<file path="config.mk">
export PLATFORM = sky130hd
export DESIGN_NAME = nibble_add_sched_flat
export DESIGN_NICKNAME = d
export VERILOG_FILES = /design/src/rtl/nibble_add_sched_if.sv /design/src/rtl/nibble_add_sched.sv /design/src/flat_wrapper.sv
export SDC_FILE = /design/constraint.sdc
export NUM_CORES = 1
export LEC_CHECK = 0
export CAP_MARGIN = 20
export CORE_MARGIN = 4
export CORE_UTILIZATION = 40
export DETAILED_ROUTE_END_ITERATION = 6
export PLACE_DENSITY = 0.79
export SYNTH_ARGS = -nofsm -noshare
export SYNTH_HDL_FRONTEND = slang
export SYNTH_SLANG_ARGS = --single-unit
</file>
<file path="constraint.sdc">
create_clock -name Clock -period 2.35 [get_ports Clock]
set_input_delay 0.47 -clock Clock [delete_from_list [all_inputs] [get_ports Clock]]
set_output_delay 0.47 -clock Clock [all_outputs]
set_load 0.05 [all_outputs]
</file>
<file path="src/rtl/nibble_add_sched_if.sv">
// nibble_add_sched_if
//   Bundles every handshake and bus signal of nibble_add_sched.
//
//   Handshake rule (all three channels: req0, req1, res):
//   a transfer happens on a rising clock edge where valid and ready are both
//   high. Ready may depend combinationally on valid. A producer keeps valid
//   and its payload stable until that edge.
//
//   Ports (grouped):
//     req0_* / req1_*  requester channels: valid, a, b, cin in; ready out
//     slice_*          shared 4-bit adder: a, b, cin out; s, cout in
//     res_*            result channel: valid, sum, cout, id out; ready in
//     dbg_state        FSM state for observation (0 IDLE, 1 RUN, 2 DONE)
//
//   Modports: slave = scheduler side, master = environment side.
interface nibble_add_sched_if #(
    parameter int WIDTH = 16
);
    logic             req0_valid;
    logic [WIDTH-1:0] req0_a;
    logic [WIDTH-1:0] req0_b;
    logic             req0_cin;
    logic             req0_ready;

    logic             req1_valid;
    logic [WIDTH-1:0] req1_a;
    logic [WIDTH-1:0] req1_b;
    logic             req1_cin;
    logic             req1_ready;

    logic [3:0]       slice_a;
    logic [3:0]       slice_b;
    logic             slice_cin;
    logic [3:0]       slice_s;
    logic             slice_cout;

    logic             res_valid;
    logic             res_ready;
    logic [WIDTH-1:0] res_sum;
    logic             res_cout;
    logic             res_id;

    logic [1:0]       dbg_state;

    modport slave (
        input  req0_valid, req0_a, req0_b, req0_cin,
        output req0_ready,
        input  req1_valid, req1_a, req1_b, req1_cin,
        output req1_ready,
        output slice_a, slice_b, slice_cin,
        input  slice_s, slice_cout,
        output res_valid, res_sum, res_cout, res_id,
        input  res_ready,
        output dbg_state
    );

    modport master (
        output req0_valid, req0_a, req0_b, req0_cin,
        input  req0_ready,
        output req1_valid, req1_a, req1_b, req1_cin,
        input  req1_ready,
        input  slice_a, slice_b, slice_cin,
        output slice_s, slice_cout,
        input  res_valid, res_sum, res_cout, res_id,
        output res_ready,
        input  dbg_state
    );
endinterface

</file>
<file path="src/rtl/nibble_add_sched.sv">
// nibble_add_sched
//   Time-shares one external 4-bit adder slice between two requesters.
//   A granted WIDTH-bit add runs nibble-serially, LSB nibble first, with the
//   inter-nibble carry held in a register. FSM: IDLE -> RUN -> DONE -> IDLE.
//
//   Ports:
//     Clock   rising-edge clock
//     Resetn  asynchronous active-low reset; aborts any operation in flight
//     bus     nibble_add_sched_if.slave (requesters, slice, result, dbg_state)
//
//   Timing: accept edge, then WIDTH/4 RUN edges, then res_valid is high.
module nibble_add_sched #(
    parameter int WIDTH = 16
) (
    input  logic                Clock,
    input  logic                Resetn,
    nibble_add_sched_if.slave   bus
);
    localparam int NIB  = WIDTH / 4;
    localparam int IDXW = (NIB > 1) ? $clog2(NIB) : 1;
    localparam logic [IDXW-1:0] LAST_IDX = IDXW'(NIB - 1);

    typedef enum logic [1:0] {
        IDLE = 2'd0,
        RUN  = 2'd1,
        DONE = 2'd2
    } state_t;

    state_t              state;
    logic [NIB-1:0][3:0] a_q;
    logic [NIB-1:0][3:0] b_q;
    logic [NIB-1:0][3:0] sum_q;
    logic [IDXW-1:0]     idx;
    logic                carry;
    logic                last_id;     // requester served most recently
    logic                res_valid_q;
    logic                res_cout_q;
    logic                res_id_q;
    logic                grant0;
    logic                grant1;
    logic                ready0;
    logic                ready1;

    // Round-robin: a lone requester wins; on a tie the one not served last.
    // last_id resets to 1 so requester 0 wins the first tie.
    always_comb begin
        grant0 = bus.req0_valid & (~bus.req1_valid | last_id);
        grant1 = bus.req1_valid & (~bus.req0_valid | ~last_id);
    end

    // Gated by Resetn so nothing is accepted while reset is held.
    assign ready0 = Resetn & (state == IDLE) & grant0;
    assign ready1 = Resetn & (state == IDLE) & grant1;

    assign bus.req0_ready = ready0;
    assign bus.req1_ready = ready1;

    // Slice operands are driven only while an add is running.
    always_comb begin
        bus.slice_a   = 4'h0;
        bus.slice_b   = 4'h0;
        bus.slice_cin = 1'b0;
        if (state == RUN) begin
            bus.slice_a   = a_q[idx];
            bus.slice_b   = b_q[idx];
            bus.slice_cin = carry;
        end
    end

    always_ff @(posedge Clock or negedge Resetn) begin
        if (!Resetn) begin
            state       <= IDLE;
            a_q         <= '0;
            b_q         <= '0;
            sum_q       <= '0;
            idx         <= '0;
            carry       <= 1'b0;
            last_id     <= 1'b1;
            res_valid_q <= 1'b0;
            res_cout_q  <= 1'b0;
            res_id_q    <= 1'b0;
        end else begin
            case (state)
                IDLE: begin
                    if (ready0 | ready1) begin
                        if (ready0) begin
                            a_q      <= bus.req0_a;
                            b_q      <= bus.req0_b;
                            carry    <= bus.req0_cin;
                            res_id_q <= 1'b0;
                        end else begin
                            a_q      <= bus.req1_a;
                            b_q      <= bus.req1_b;
                            carry    <= bus.req1_cin;
                            res_id_q <= 1'b1;
                        end
                        idx   <= '0;
                        state <= RUN;
                    end
                end
                RUN: begin
                    sum_q[idx] <= bus.slice_s;
                    carry      <= bus.slice_cout;
                    if (idx == LAST_IDX) begin
                        idx         <= '0;
                        res_cout_q  <= bus.slice_cout;
                        res_valid_q <= 1'b1;
                        state       <= DONE;
                    end else begin
                        idx <= idx + 1'b1;
                    end
                end
                DONE: begin
                    if (bus.res_ready) begin
                        res_valid_q <= 1'b0;
                        last_id     <= res_id_q;
                        state       <= IDLE;
                    end
                end
                default: state <= IDLE;
            endcase
        end
    end

    assign bus.res_valid = res_valid_q;
    assign bus.res_sum   = sum_q;
    assign bus.res_cout  = res_cout_q;
    assign bus.res_id    = res_id_q;
    assign bus.dbg_state = state;
endmodule
</file>
<file path="src/flat_wrapper.sv">
// flat-port wrapper written by rule: the top's interface ports become plain ports
module nibble_add_sched_flat 
#(
    parameter int WIDTH = 16
)
  (Clock, Resetn, bus_req0_valid, bus_req0_a, bus_req0_b, bus_req0_cin, bus_req0_ready, bus_req1_valid, bus_req1_a, bus_req1_b, bus_req1_cin, bus_req1_ready, bus_slice_a, bus_slice_b, bus_slice_cin, bus_slice_s, bus_slice_cout, bus_res_valid, bus_res_sum, bus_res_cout, bus_res_id, bus_res_ready, bus_dbg_state);
  nibble_add_sched_if #(.WIDTH(WIDTH)) bus_i ();
  input  logic Clock;
  input  logic Resetn;
  input wire logic [$bits(bus_i.req0_valid)-1:0] bus_req0_valid;
  input wire logic [$bits(bus_i.req0_a)-1:0] bus_req0_a;
  input wire logic [$bits(bus_i.req0_b)-1:0] bus_req0_b;
  input wire logic [$bits(bus_i.req0_cin)-1:0] bus_req0_cin;
  output wire logic [$bits(bus_i.req0_ready)-1:0] bus_req0_ready;
  input wire logic [$bits(bus_i.req1_valid)-1:0] bus_req1_valid;
  input wire logic [$bits(bus_i.req1_a)-1:0] bus_req1_a;
  input wire logic [$bits(bus_i.req1_b)-1:0] bus_req1_b;
  input wire logic [$bits(bus_i.req1_cin)-1:0] bus_req1_cin;
  output wire logic [$bits(bus_i.req1_ready)-1:0] bus_req1_ready;
  output wire logic [$bits(bus_i.slice_a)-1:0] bus_slice_a;
  output wire logic [$bits(bus_i.slice_b)-1:0] bus_slice_b;
  output wire logic [$bits(bus_i.slice_cin)-1:0] bus_slice_cin;
  input wire logic [$bits(bus_i.slice_s)-1:0] bus_slice_s;
  input wire logic [$bits(bus_i.slice_cout)-1:0] bus_slice_cout;
  output wire logic [$bits(bus_i.res_valid)-1:0] bus_res_valid;
  output wire logic [$bits(bus_i.res_sum)-1:0] bus_res_sum;
  output wire logic [$bits(bus_i.res_cout)-1:0] bus_res_cout;
  output wire logic [$bits(bus_i.res_id)-1:0] bus_res_id;
  input wire logic [$bits(bus_i.res_ready)-1:0] bus_res_ready;
  output wire logic [$bits(bus_i.dbg_state)-1:0] bus_dbg_state;
  assign bus_i.req0_valid = bus_req0_valid;
  assign bus_i.req0_a = bus_req0_a;
  assign bus_i.req0_b = bus_req0_b;
  assign bus_i.req0_cin = bus_req0_cin;
  assign bus_req0_ready = bus_i.req0_ready;
  assign bus_i.req1_valid = bus_req1_valid;
  assign bus_i.req1_a = bus_req1_a;
  assign bus_i.req1_b = bus_req1_b;
  assign bus_i.req1_cin = bus_req1_cin;
  assign bus_req1_ready = bus_i.req1_ready;
  assign bus_slice_a = bus_i.slice_a;
  assign bus_slice_b = bus_i.slice_b;
  assign bus_slice_cin = bus_i.slice_cin;
  assign bus_i.slice_s = bus_slice_s;
  assign bus_i.slice_cout = bus_slice_cout;
  assign bus_res_valid = bus_i.res_valid;
  assign bus_res_sum = bus_i.res_sum;
  assign bus_res_cout = bus_i.res_cout;
  assign bus_res_id = bus_i.res_id;
  assign bus_i.res_ready = bus_res_ready;
  assign bus_dbg_state = bus_i.dbg_state;
  nibble_add_sched #(.WIDTH(WIDTH)) u_core (.Clock(Clock), .Resetn(Resetn), .bus(bus_i));
endmodule
</file>
# After elaboration in Yosys (flattened, before gate mapping)
# Index checks and enable logic that the tools add are counted.
dict set report totals {
  reg_bits 57
  inputBits 76
  out_inout_bits 32
  word_cells 75
}
dict set report op_classes {
  n_addsub 1
  magnitude_cmp 2
  n_eq_ne 6
  n_mux 26
  bitwise_logic 11
  reduce_logical 10
}
# cell n
set ops {}
lappend ops {{2-to-1 mux 16 bit} 2}
lappend ops {{2-to-1 mux 4 bit} 5}
lappend ops {{binary-select mux 4 bit (select 2 bit)} 2}
lappend ops {{bitwise mux 16 bit} 1}
lappend ops {{2-to-1 mux 2 bit} 5}
lappend ops {{demux 4 bit (select 2 bit)} 1}
lappend ops {{AND reduction 2 bit} 4}
lappend ops {{2-to-1 mux 1 bit} 6}
lappend ops {{inequality test 2 bit (second input constant)} 3}
lappend ops {{case mux 2 bit (3 select lines)} 1}
lappend ops {{AND reduction 3 bit} 2}
lappend ops {{bitwise AND 1 bit} 5}
lappend ops {{equality test 2 bit (second input constant)} 2}
lappend ops {{case mux 1 bit (2 select lines)} 2}
lappend ops {{case mux 2 bit (2 select lines)} 1}
lappend ops {{nonzero test 2 bit} 2}
lappend ops {{less-than comparator 2 x 3 -> 1 bit (second input constant)} 1}
lappend ops {{NOT 1 bit} 3}
lappend ops {{OR 1 bit} 3}
lappend ops {{adder 2 x 1 -> 2 bit (second input constant)} 1}
lappend ops {{equality test 2 x 1 -> 1 bit (second input constant)} 1}
lappend ops {{>= comparator 2 x 1 -> 1 bit (second input constant)} 1}
lappend ops {{logical NOT 2 bit} 1}
lappend ops {{logical AND 1 bit} 1}

# Depth between registers and ports, before layout
# Gate-level depths: netlist of run 1.
dict set report depth {
  depth_word 7
  depth_mapped 6
  depth_no_buf 5
}

# Least setup slack after synthesis of run 1
# OpenSTA, ideal clock, no wires.
dict set report synth_path {
  path_type {register to output}
  start {reg u_core.state[0] (netlist: u_core.bus.dbg_state[0])}
  end {out bus_slice_a[0]}
  arrival_time_ns 1.669
  setup_slack_ns 0.211
  path_stages_with_launch 4
  n_path_buf 1
  cell_sequence {dfrtp_1 -> and2b_1 -> clkbuf_1 -> and2_1}
}
dict set report synth_between {
  elab_chain_cells 2
}
# element line_no
set synth_lines {}
lappend synth_lines {{from (decl)} nibble_add_sched.sv:29} ;# state_t state;
lappend synth_lines {{from (signal assigned)} nibble_add_sched.sv:72} ;# state <= IDLE;
lappend synth_lines {{from (signal assigned)} nibble_add_sched.sv:98} ;# state <= RUN;
lappend synth_lines {{from (signal assigned)} nibble_add_sched.sv:108} ;# state <= DONE;
lappend synth_lines {{equality test 2 x 1 -> 1 bit} nibble_add_sched.sv:63} ;# if (state == RUN) begin
lappend synth_lines {{2-to-1 mux 4 bit} nibble_add_sched.sv:63}
lappend synth_lines {{to (decl)} flat_wrapper.sv:20} ;# output wire logic [$bits(bus_i.slice_a)-1:0] bus_slice_a;
# No other way between the ends.

# Worst setup path in the final report of run 1
dict set report layout_path {
  start {reg u_core.idx[1]}
  end {out bus_slice_b[2]}
}
dict set report layout_between {
  elab_chain_cells 3
}
# element line_no
set layout_lines {}
lappend layout_lines {{from (decl)} nibble_add_sched.sv:33} ;# logic [IDXW-1:0] idx;
lappend layout_lines {{from (signal assigned)} nibble_add_sched.sv:110} ;# idx <= idx + 1'b1;
lappend layout_lines {{binary-select mux 4 bit (select 2 bit)} nibble_add_sched.sv:65} ;# bus.slice_b = b_q[idx];
lappend layout_lines {{2-to-1 mux 4 bit (implied by the code)} nibble_add_sched.sv:65}
lappend layout_lines {{2-to-1 mux 4 bit} nibble_add_sched.sv:63}
lappend layout_lines {{to (decl)} flat_wrapper.sv:21} ;# output wire logic [$bits(bus_i.slice_b)-1:0] bus_slice_b;
# No other way between the ends. The select of a mux whose other input is x is not followed.

==> run metrics, run 1 <==
status=completed; family with the most delay on the worst path=flip-flops; GRT Util Overall=17.7%; final hold vios=0; slowest stage cell, crit path=dfrtp_1; syn avg cell area=10.1 um^2; post-CTS setup buffer count=0; Mapped Cells=275; Worst Path Max Fanout=12; CTS buffer count=9; antenna-violating nets left=0; Root Driver=clkbuf_8; Slew @ Worst Pin=728 ps; reg-to-reg critical path startpoint=u_core.bus.dbg_state[1]$_DFFE_PN0P_; mux cell area share after synthesis=14.1%; pins over their slew limit=0; die width=91.4 um; EDFF count, synth=0; clock skew=7.15 ps; Die Height=91.4 um; startpoint class of the critical path=flip-flop; minimum clock period=2250 ps; htree depth=3; setup TNS=0 ps; via count=2441; Skew-Pair Late Insertion Delay=320 ps; initial antenna violation count=0; Synth cell types=26; first-pass GRT wire length=11800 um; Max Cap Viol=0; CP Capture Type=output pin; cell taking the most area after synthesis=dfrtp_1; Synth area leaders=dfrtp_1 (50%), a21oi_1 (12%), mux2_2 (7.3%); num rows=30; Post-CTS Resized=0; Port Buffers=107; vias in the first global route=2421; Tcrit/Tclk final=95.6%; Hold-fix buffers, CTS=0; Synth Register Bits=57; layout cell share with drive strength beyond 1=16.9%; Crit Path Class=reg2out; largest family of logic cells by synthesized area=simple AND/OR/NAND/NOR gates; die area=8350 um^2; Max Buffers Root-to-Sink=2; Finished Layout Cells=470; Yosys top cell area share=50.4%; starting density of the core=41.1%; CTS sink cnt=57; synth-to-layout area growth=48.2%; Arr. time, crit path=1780 ps; WL final=7250 um; Congestion Overflow GR=0; Synth Area in Simple Gates=15.8%; Ys Warns=0; dpl hpwl=5390 um; core area=6760 um^2; WL/cell=15.4 um; CTS tree=built; Clock transition at path regs=70 ps; remaining routing DRC violations=0; pwr/cell area=1440 nW/um^2; crit-path cells=mux4_2 > and2_1 > buf_4; Pleak=1.79 nW; Ports=108; Crit path largest cell delay=710 ps; compound-cell area share of the yosys netlist=12.9%; WP buf/inv=1; Placer Congestion=0.786; Min-Delay Path Class=in2async; Worst Setup SP=u_core.idx[1]$_DFFE_PN0P_; Post-Synth Adder-Cell Area=1.80%; Seq/Total Area, Yosys=51.4%; Mapped Nets=355; Critical Path RT=1880 ps; antenna cells=0; ys flop type=dfrtp_1; ys async rst share=100%; First DRT Iteration DRCs=100; number of vias per cell=5.19; Syn Std Cell Area=2780 um^2; Peak Freq=445 MHz; Final Setup Violations=0; XOR/XNOR Fraction of Synth Area=0%; RSZ-0062 raised after global routing=no; number of detailed-route iterations in the first pass=4; Slew HR=51.4%; largest net degree at the start of global routing=58; final net count=466; dpl cells=455; Worst VDD drop=0.608 mV
==> cell usage in the layout (no fill, tap or decap), types with 2 or more instances in the layout <==
master,count
clkdlybuf4s50_1,95
a21oi_1,64
dfrtp_1,56
nand2_1,46
nor2_1,34
mux2_2,18
buf_4,16
clkbuf_8,11
and2_1,9
mux4_2,8
ha_1,4
inv_1,3
clkinv_2,3
nand3_1,3
buf_12,3
nand3_4,2
o21ai_0,2
o31ai_1,2
==> sequential cells by signal, summed over array words and instances, names as in the netlist <==
signal,count
u_core.a_q,16
u_core.b_q,16
u_core.bus.dbg_state,2
u_core.bus.res_cout,1
u_core.bus.res_id,1
u_core.bus.res_sum,16
u_core.bus.res_valid,1
u_core.carry,1
u_core.idx,2
u_core.last_id,1
==> where the power goes <==
part | total [W] | switching (W) | leakage [nW] | internal, W
Sequential | 0.00180 | 0.000308 | 0.676 | 0.00149
Clock | 0.000903 | 0.000364 | 0.102 | 0.000539
Combinational | 0.00325 | 0.00192 | 1.01 | 0.00133
Total | 0.00595 | 0.00259 | 1.79 | 0.00336
==> worst register-to-register path: cells and delay by family, from the launching register on <==
kind / cells / cell delay (ps)
and+or+nand+nor: 2 / 850
DFF: 1 / 450
muxes: 1 / 350
==> final timing paths <==
check                                                      to  slack (ps)  cells past startpoint
min in group Clock          u_core.bus.res_sum[4]$_DFFE_PN0P_         500                      1
max reg2reg                u_core.bus.res_sum[14]$_DFFE_PN0P_         590                      3
max in group asynchronous           u_core.a_q[2]$_DFFE_PN0P_        1550                      2
max                                            bus_slice_b[2]         100                      3
min reg2reg                 u_core.bus.res_sum[4]$_DFFE_PN0P_         500                      1
min                        u_core.bus.res_sum[13]$_DFFE_PN0P_         320                      2
==> metal layers <==
metal | vias up | share of wire (%) | global-route usage (%)
met2 | 104 | 48 | 29.6
met3 | 6 | 8.4 | 5.80
met1 | 1163 | 43 | 21.8
li1 | 1168 | - | -
met5 | - | 0 | 0
met4 | 0 | 0.62 | 5.03
==> metrics by stage <==
step / power [W] / utilization [%] / hold slack (ps) / cell area (um^2) / worst slack, ps
after floorplan: 0.00402 / - / 174 / 2780 / 211
after global placement: 0.00500 / 58.1 / 488 / 3930 / 402
after detailed placement: 0.00510 / 58.1 / 493 / 3930 / 346
after CTS: 0.00601 / 61.0 / 350 / 4120 / 91.4
after global routing: 0.00633 / 61.0 / 381 / 4120 / 28.0
final: 0.00595 / 61.0 / 323 / 4120 / 104
==> cells by family (layout without fill, tap and decap cells) <==
family | Yosys count | in the layout
buf+inv | 20 | 135
mux | 27 | 27
simple gates | 97 | 97
flops | 57 | 57
compound gates | 70 | 70
fa+ha+maj | 4 | 4
==> cells in the mapped netlist (4+ instances only) <==
library cell   n
nand2_1       46
mux4_2         8
mux2_2        18
clkbuf_1       8
nor2_1        34
and2_1         9
a21oi_1       64
dfrtp_1       56
ha_1           4
==> area by class of cell <==
type	count	area (um^2)
Tap cell	80	100
Timing Repair Buffer	115	1140
Fill cell	571	2640
Multi-Input combinational cell	198	1240
Inverter	5	20.0
Clock buffer	12	155
Sequential cell	57	1430
Clock inverter	3	40.0
Note: power is estimated with default switching activity, not from simulation.
==> inputs of run 2 (changes only) <==
CORE_UTILIZATION = 30   (was 40)
CTS_CLUSTER_SIZE = 8   (was not set)
PLACE_DENSITY = 0.64   (was 0.79)
==> run metrics, run 2 (same netlist as run 1, synthesis figures left out) <==
P_int=0.00361 W (+7.6%); CTS buffer count=9 (unchanged); placed inst area=3970 um^2 (+1.1%); CTS sink cnt=57 (unchanged); Max Buffers Root-to-Sink=2 (unchanged); Peak Freq=451 MHz (+1.3%); Die Height=104 um (+14%); final net count=467 (+0.21%); status=completed; CTS tree=built; Hold-fix buffers, CTS=0 (unchanged); Comb power frac=53.5% (-1.1 points); minimum clock period=2220 ps (-29.4 ps); pins over their slew limit=0 (unchanged); dpl ws=201 ps (-146 ps); RSZ-0062 raised after global routing=no; Worst Path Max Fanout=9 (-3); number of vias per cell=4.80 (-7.6%); die area=10900 um^2 (+30%); dpl hpwl=5740 um (+6.5%); CP Capture Type=output pin; die width=104 um (+14%); setup TNS=0 ps (unchanged); antenna cells=0 (unchanged); final instance area=4230 um^2 (+2.6%); worst reg-to-reg path cell count=6 (+3); Slew @ Worst Pin=718 ps (-10.2 ps); htree depth=3 (unchanged); commonest non-fill, non-tap cell in the layout=clkdlybuf4s50_1; most frequent cells in the layout=clkdlybuf4s50_1 (95), a21oi_1 (64), dfrtp_1 (56); Arr. time, crit path=1750 ps (-30 ps); Congestion Overflow GR=0 (unchanged); Sw Pwr=0.00263 W (+1.4%); number of detailed-route iterations in the first pass=4 (unchanged); Worst Setup SP=u_core.idx[0]$_DFFE_PN0P_; Placer Congestion=0.769 (-2.2%); first-pass GRT wire length=12700 um (+8.5%); initial antenna violation count=0 (unchanged); reg2reg setup slack=610 ps (+20 ps); Max Cap Viol=0 (unchanged); Reg2Reg Capture Point=u_core.a_q[0]$_DFFE_PN0P_; antenna-violating nets left=0 (unchanged); Pleak=1.82 nW (+1.7%); Sequential Power Share=28.3% (-1.9 points); startpoint class of the critical path=flip-flop; num rows=34 (+13%); synth-to-layout area growth=52.0%; First DRT Iteration DRCs=61 (-39%); via count=2400 (-1.7%); layout cell share with drive strength beyond 1=17.6% (+0.68 points); final hold slack=323 ps (+0.215 ps); Root Driver=clkbuf_8; pwr/cell area=1480 nW/um^2 (+2.3%); vias in the first global route=2569 (+6.1%); Crit Path Class=reg2out; Final Setup Violations=0 (unchanged); WL/cell=15.1 um (-1.8%); Slew HR=52.1% (+0.68 points); final hold vios=0 (unchanged); Port Buffers=107 (unchanged); reg-to-reg critical path startpoint=u_core.bus.dbg_state[0]$_DFFE_PN0P_; starting density of the core=31.4% (-9.7 points); Switching Fraction=42.1% (-1.4 points); setup ws final=133 ps (+29.4 ps); Worst Setup EP=bus_slice_a[1]; remaining routing DRC violations=0 (unchanged); core area=8850 um^2 (+31%); Critical Path RT=1880 ps (about the same); Tcrit/Tclk final=94.3% (-1.3 points); Skew-Pair Late Insertion Delay=320 ps (about the same); GRT Util Overall=14.5% (-3.2 points); Worst VDD drop=0.616 mV (+1.4%); Clock transition at path regs=70 ps (about the same); clock skew=8.97 ps (+1.82 ps); Min-Delay Path Class=in2async; largest net degree at the start of global routing=58 (unchanged); Ports=108 (unchanged); WL final=7570 um (+4.5%); Clock Power Share=18.3% (+3.1 points)
[run 2: cell count changes in the layout (fill, tap and decap cells not counted), sizes merged]
| cell | change |
|---|---|
| clkinv | -1 |
| bufinv | +2 |
| buf | +1 |
[run 2: worst max-delay path, stage by stage, from the launching register on]
cell,delay (ps)
dfrtp_1,370
buf_6,180
mux4_2,500
and2_1,190
buf_4,190
[run 2: power groups by stage]
| stage | registers [W] | logic, W | clock network [W] |
|---|---|---|---|
| 5_1_grt | 0.00183 | 0.00358 | 0.00122 |
| 3_3_place_gp | 0.00177 | 0.00331 | 0 |
| 2_1_floorplan | 0.00235 | 0.00167 | 0 |
| 3_5_place_dp | 0.00179 | 0.00338 | 0 |
| 4_1_cts | 0.00177 | 0.00338 | 0.00117 |
| 6_report | 0.00176 | 0.00334 | 0.00114 |
[run 2: cell type report]
cell class                      instances  area (um^2)
Sequential cell                        57         1430
Timing Repair Buffer                  116         1150
Multi-Input combinational cell        198         1240
Clock buffer                           12          155
Tap cell                              108          135
Inverter                                5         20.0
Clock inverter                          4         98.8
Fill cell                             856         4620
[run 2: stage by stage]
step / instances / power [W] / utilization (%)
6_report: 500 / 0.00624 / 47.8
3_3_place_gp: 484 / 0.00508 / 44.8
2_1_floorplan: 275 / 0.00402 / -
4_1_cts: 500 / 0.00632 / 47.7
5_1_grt: 500 / 0.00664 / 47.8
3_5_place_dp: 484 / 0.00516 / 44.8
[run 2: how the worst min path moves through the flow]
stage | from | endpoint
5_1_grt | Resetn | u_core.bus.res_valid$_DFFE_PN0P_
3_5_place_dp | u_core.bus.res_cout$_DFFE_PN0P_ | u_core.bus.res_cout$_DFFE_PN0P_
4_1_cts | Resetn | u_core.bus.res_valid$_DFFE_PN0P_
6_report | Resetn | u_core.bus.dbg_state[1]$_DFFE_PN0P_
3_3_place_gp | u_core.bus.res_sum[8]$_DFFE_PN0P_ | u_core.bus.res_sum[8]$_DFFE_PN0P_
2_1_floorplan | Resetn | u_core.a_q[0]$_DFFE_PN0P_
[run 2: layer usage]
metal	part of all wire, %	global-route usage, %
met5	0	0
met4	0.75	3.61
met3	6.9	5.52
met2	50	24.2
met1	43	17.7
[run 2: timing repair]
action,in CTS,in global routing
endpoints found under the setup margin,0,3
gates resized for setup,0,2
endpoints found under the hold margin,0,0
setup buffers,0,0
==> inputs of run 3 (changes only) <==
SKIP_CTS_REPAIR_TIMING = 1   (was not set)
==> results of run 3 <==
Same layout as run 2: the final DEF is identical, and so are final timing and power.
